[src/rtl/mm_defs_pkg.sv]
// Shared matrix-datapath definitions: divider state encoding and the
// quotient reported when the divisor is zero.
package mm_defs;

  typedef enum logic [1:0] {
    DIV_IDLE = 2'd0,
    DIV_CALC = 2'd1,
    DIV_DONE = 2'd2
  } div_state_t;

  // Wider than any practical quotient; users slice the low OUTWIDTH bits.
  localparam logic [63:0] DIV_ZERO_QUOTIENT = '1;

endpackage

[src/rtl/divide_step.sv]
// One restoring-division step: shift the next dividend bit into the partial
// remainder and subtract the divisor when it fits.
module divide_step #(
  parameter int INWIDTH = 4
) (
  input  logic [INWIDTH-1:0] rem_in,
  input  logic               bit_in,
  input  logic [INWIDTH-1:0] divisor,
  output logic [INWIDTH-1:0] rem_out,
  output logic               q_bit
);

  logic [INWIDTH:0] pr;
  logic             fits;

  always_comb begin
    pr   = {rem_in, bit_in};
    fits = (pr >= {1'b0, divisor});
    // The result is always below the divisor, so INWIDTH bits hold it.
    rem_out = fits ? INWIDTH'(pr - {1'b0, divisor}) : INWIDTH'(pr);
    q_bit   = fits;
  end

endmodule

[src/rtl/divide.sv]
// Sequential restoring divider: double-width dividend by single-width divisor,
// one quotient bit per clock behind valid/ready handshakes.
module divide
  import mm_defs::*;
#(
  parameter  int INPUTSIZE = 16,
  localparam int INWIDTH   = $clog2(INPUTSIZE),
  localparam int OUTWIDTH  = INWIDTH * 2
) (
  input  logic                clk,
  input  logic                rst,
  input  logic                in_valid,
  output logic                in_ready,
  input  logic [OUTWIDTH-1:0] dividend,
  input  logic [INWIDTH-1:0]  divisor,
  output logic                out_valid,
  input  logic                out_ready,
  output logic [OUTWIDTH-1:0] quotient,
  output logic [INWIDTH-1:0]  remainder,
  output logic                div_by_zero,
  output div_state_t          dbg_state
);

  // Handshakes: a transfer happens on a rising edge where valid and ready are
  // both high; valid holds its payload until that edge, ready never waits on valid.

  localparam int CNTW = (OUTWIDTH > 2) ? $clog2(OUTWIDTH) : 1;
  localparam logic [CNTW-1:0] CNT_LOAD = CNTW'(OUTWIDTH - 1);

  div_state_t          state_q, state_d;
  logic [OUTWIDTH-1:0] q_q, q_d;
  logic [INWIDTH-1:0]  rem_q, rem_d;
  logic [INWIDTH-1:0]  dvs_q, dvs_d;
  logic [CNTW-1:0]     cnt_q, cnt_d;
  logic [OUTWIDTH-1:0] quo_q, quo_d;
  logic [INWIDTH-1:0]  remo_q, remo_d;
  logic                dbz_q, dbz_d;
  logic                ov_q, ov_d;

  logic [INWIDTH-1:0]  step_rem;
  logic                step_qbit;

  divide_step #(.INWIDTH(INWIDTH)) u_step (
    .rem_in  (rem_q),
    .bit_in  (q_q[OUTWIDTH-1]),
    .divisor (dvs_q),
    .rem_out (step_rem),
    .q_bit   (step_qbit)
  );

  always_ff @(posedge clk or posedge rst) begin
    if (rst) begin
      state_q <= DIV_IDLE;
      q_q     <= '0;
      rem_q   <= '0;
      dvs_q   <= '0;
      cnt_q   <= '0;
      quo_q   <= '0;
      remo_q  <= '0;
      dbz_q   <= 1'b0;
      ov_q    <= 1'b0;
    end else begin
      state_q <= state_d;
      q_q     <= q_d;
      rem_q   <= rem_d;
      dvs_q   <= dvs_d;
      cnt_q   <= cnt_d;
      quo_q   <= quo_d;
      remo_q  <= remo_d;
      dbz_q   <= dbz_d;
      ov_q    <= ov_d;
    end
  end

  always_comb begin
    state_d = state_q;
    q_d     = q_q;
    rem_d   = rem_q;
    dvs_d   = dvs_q;
    cnt_d   = cnt_q;
    quo_d   = quo_q;
    remo_d  = remo_q;
    dbz_d   = dbz_q;
    ov_d    = ov_q;
    unique case (state_q)
      DIV_IDLE: begin
        if (in_valid) begin
          q_d   = dividend;
          dvs_d = divisor;
          rem_d = '0;
          cnt_d = CNT_LOAD;
          if (divisor == '0) begin
            state_d = DIV_DONE;
            quo_d   = DIV_ZERO_QUOTIENT[OUTWIDTH-1:0];
            remo_d  = dividend[INWIDTH-1:0];
            dbz_d   = 1'b1;
          end else begin
            state_d = DIV_CALC;
          end
        end
      end
      DIV_CALC: begin
        q_d   = {q_q[OUTWIDTH-2:0], step_qbit};
        rem_d = step_rem;
        if (cnt_q == '0) begin
          state_d = DIV_DONE;
          ov_d    = 1'b1;
          quo_d   = {q_q[OUTWIDTH-2:0], step_qbit};
          remo_d  = step_rem;
          dbz_d   = 1'b0;
        end else begin
          cnt_d = cnt_q - 1'b1;
        end
      end
      DIV_DONE: begin
        // Divide-by-zero enters here with valid still low; raise it one cycle later.
        if (!ov_q) begin
          ov_d = 1'b1;
        end else if (out_ready) begin
          ov_d    = 1'b0;
          state_d = DIV_IDLE;
        end
      end
      default: state_d = DIV_IDLE;
    endcase
  end

  assign in_ready    = (state_q == DIV_IDLE);
  assign out_valid   = ov_q;
  assign quotient    = quo_q;
  assign remainder   = remo_q;
  assign div_by_zero = dbz_q;
  assign dbg_state   = state_q;

endmodule

[config.mk]
export PLATFORM = sky130hd
export DESIGN_NAME = divide
export DESIGN_NICKNAME = d
export VERILOG_FILES = /design/src/rtl/mm_defs_pkg.sv /design/src/rtl/divide_step.sv /design/src/rtl/divide.sv
export SDC_FILE = /design/constraint.sdc
export NUM_CORES = 1
export LEC_CHECK = 0
export CAP_MARGIN = 20
export CORE_MARGIN = 4
export CORE_UTILIZATION = 40
export DETAILED_ROUTE_END_ITERATION = 16
export PLACE_DENSITY_LB_ADDON = 0.08
export SLEW_MARGIN = 40
export SYNTH_ARGS = -nofsm -noshare
export SYNTH_HDL_FRONTEND = slang
export SYNTH_HIERARCHICAL = 1
export SYNTH_SLANG_ARGS = --single-unit
[constraint.sdc]
create_clock -name clk -period 2.1 [get_ports clk]
set_clock_uncertainty 0.05 [all_clocks]
set_input_delay 0.42 -clock clk [delete_from_list [all_inputs] [get_ports clk]]
set_output_delay 0.42 -clock clk [all_outputs]
set_load 0.01 [all_outputs]
==> run summary <==
TritonCTS clock tree -> yes
Routability Congestion -> 0.8234
Worst hold path type -> reg -> reg
Vias in the first global route -> 1,469
IO Pins -> 33
1st-iter DRT viols -> 96
TritonCTS Buffers -> 5
TritonRoute pass-1 iters -> 4
Largest net degree at the start of global routing -> 36
Share of cells above drive strength 1 -> 27.98%
Period utilization -> 99.95%
Worst Setup SP -> rem_q[1]
Die Span Y -> 75.05 um
Antenna violation net count after detailed routing -> 0
Max Slew Vio Count -> 0
Reg-to-reg endpoint -> remainder[2]
Crit-path max FO -> 3
Core area -> 4354 um2
Num Clock Sinks -> 35
H-tree depth -> 2
GR Overflow Total -> 0
Leakage -> 1.061 nW
Global-route wire length before repair -> 6941 um
Die width -> 75.05 um
Outcome -> finished clean
Synth top area cells -> dfrtp_1 49%, mux2_2 7.5%, ha_1 4.2%, mux2i_1 3.9%, inv_1 3.1%
Syn Nets -> 191
Post-synth cell types -> 37
F_max -> 476.4 MHz
CP Capture Type -> register
DRC viols -> 0
Period minus WS final -> 2.099 ns
Syn avg cell area -> 10.70 um2
Cells after Synth -> 168
Gr usage total -> 16.63%
Unrepaired setup endpoints after global routing -> yes
Setup CP Type -> reg -> reg
Synth top area share -> 48.71%
Clock Latency Late Sink -> 0.29 ns
CP Data Required Time -> 2.22 ns
Via count -> 1,385
R2R Path Start -> rem_q[1]
Post-synth EDFFs -> 0
Root buf cell -> clkbuf_8
Commonest cells in the netlist -> 35 x dfrtp_1, 15 x inv_1, 12 x mux2_2
Rel. slew slack -> 59.93%
Post-Layout Inst Area -> 2435 um2
Rows -> 24
Maximum VDD drop -> 0.0008230 V
Initial Util -> 41.29%
Post-layout util -> 55.92%
Hold slack final -> 0.4184 ns
Power Dens Cells -> 1713 nW/um2
R2r setup slk -> 0.001 ns
Post-Place Cell Area -> 2252 um2
Ant. Diodes -> 0
Hold Fails Final Rpt -> 0
Cell Area, Synth -> 1798 um2
Worst EP arrival -> 2.22 ns
Ys Warns -> 6
Main synth FF type -> dfrtp_1
Worst-path clk slew -> 0.08 ns
Final Setup Violations -> 0
Worst setup SP type -> register
Slew @ Worst Pin -> 0.5998 ns
Fillers -> 390
Die footprint -> 5632 um2
Number of port buffers -> 32
Cell with the most instances after synthesis -> dfrtp_1
Crit path to -> remainder[2]
Ys async rst share -> 100.0%
DP Wirelength -> 3106 um
Final net count -> 240
Clock buffer depth -> 2
Vias/cell -> 5.130
Seq/Total Area, Yosys -> 48.71%
Total power -> 4.171 mW
R2R depth -> 7
Area grow syn2layout -> 35.42%
Post-detailed-route wirelength per cell -> 15.79 um
Initial antenna violation count -> 0
Routed wire length -> 4262 um
Max Cap Viol -> 0
Leading area contributor after synthesis -> dfrtp_1
Synthesized flop and latch total -> 35
[cell type report]
cell class | count | area [um2] | area share (%)
Clock buffer | 5 | 68.82 | 2.826
Clock inverter | 3 | 15.01 | 0.6166
Inverter | 16 | 60.06 | 2.467
Multi-Input combinational cell | 109 | 889.6 | 36.54
Sequential cell | 35 | 877.1 | 36.02
Tap cell | 52 | 65.06 | 2.672
Timing Repair Buffer | 50 | 459.2 | 18.86
[sequential cells by signal, summed over array words and instances (netlist names)]
signal and count:
cnt_q 3, dbg_state 2, div_by_zero 1, dvs_q 4, out_valid 1, q_q 8, quotient 8, rem_q 4
remainder 4
[placed cells by master (no fill, tap or decap), types with 2 or more instances in the layout]
cell type / n
dfrtp_1: 34
clkdlybuf4s50_1: 32
buf_4: 17
inv_1: 13
mux2_2: 12
nand2_1: 10
o21ai_0: 10
nor2_1: 10
mux2i_1: 7
and2_1: 6
a31oi_1: 6
a21oi_1: 5
nor3_1: 5
clkbuf_8: 5
a22o_1: 4
o22a_2: 4
clkinv_2: 3
ha_4: 3
nand2b_1: 2
nor2b_1: 2
a22oi_1: 2
ha_1: 2
inv_2: 2
[how the worst min path moves through the flow]
stage / depth (start not counted) / from / end
floorplan: 1 / cnt_q[0] / cnt_q[0]
detailed placement: 1 / cnt_q[0] / cnt_q[0]
finish: 1 / cnt_q[0] / cnt_q[0]
global route: 1 / cnt_q[0] / cnt_q[0]
CTS: 1 / cnt_q[0] / cnt_q[0]
global placement: 1 / cnt_q[0] / cnt_q[0]
[kinds of logic after synthesis]
| group | after synthesis | synth area share (%) |
|---|---|---|
| AOI/OAI and AO/OA | 38 | 14.96 |
| DFF | 35 | 48.71 |
| muxes | 20 | 12.25 |
| xor gates and xnor gates | 1 | 0.4872 |
| and+or+nand+nor | 43 | 12.74 |
| buffers and inverters | 24 | 5.567 |
| adders and majority gates | 7 | 5.289 |
[repair_timing]
action                                 4_1_cts  5_1_grt
resized for setup                            7        6
pin swaps                                    3        4
setup endpoints to repair                    5        7
setup buffers                                2        2
hold buffers                                 0        0
endpoints found under the hold margin        0        0
[critical path: stages (launching register included)]
cell and delay (ns):
dfrtp_1 0.42, ha_4 0.18, nor2_1 0.24, a21oi_4 0.11
nor2_4 0.12, mux2_4 0.31, mux2_2 0.28, mux2_2 0.27
[power by group]
part,leakage [nW],internal [mW],total [mW],switching [mW]
combinational,0.609,1.31,2.43,1.11
sequential,0.405,0.998,1.27,0.276
clock,0.0477,0.227,0.471,0.244
[metrics by stage]
stage,setup TNS [ns],setup slack [ns],instances
after floorplan,0,0.06764,168
after global placement,-2.945,-0.2465,258
after detailed placement,-3.642,-0.3138,258
after CTS,0,0.003044,268
after global routing,-0.09646,-0.08567,270
final,0,0.001052,270
[routing by layer]
metal | part of all wire (%) | track usage [%] | vias to the layer above
li1 | - | - | 677
met1 | 46 | 21.08 | 678
met2 | 50 | 27.76 | 26
met3 | 3.4 | 3.471 | 4
met4 | 1.0 | 6.522 | 0
met5 | 0 | 0 | -
No activity file was read; power rests on OpenSTA's default activity.
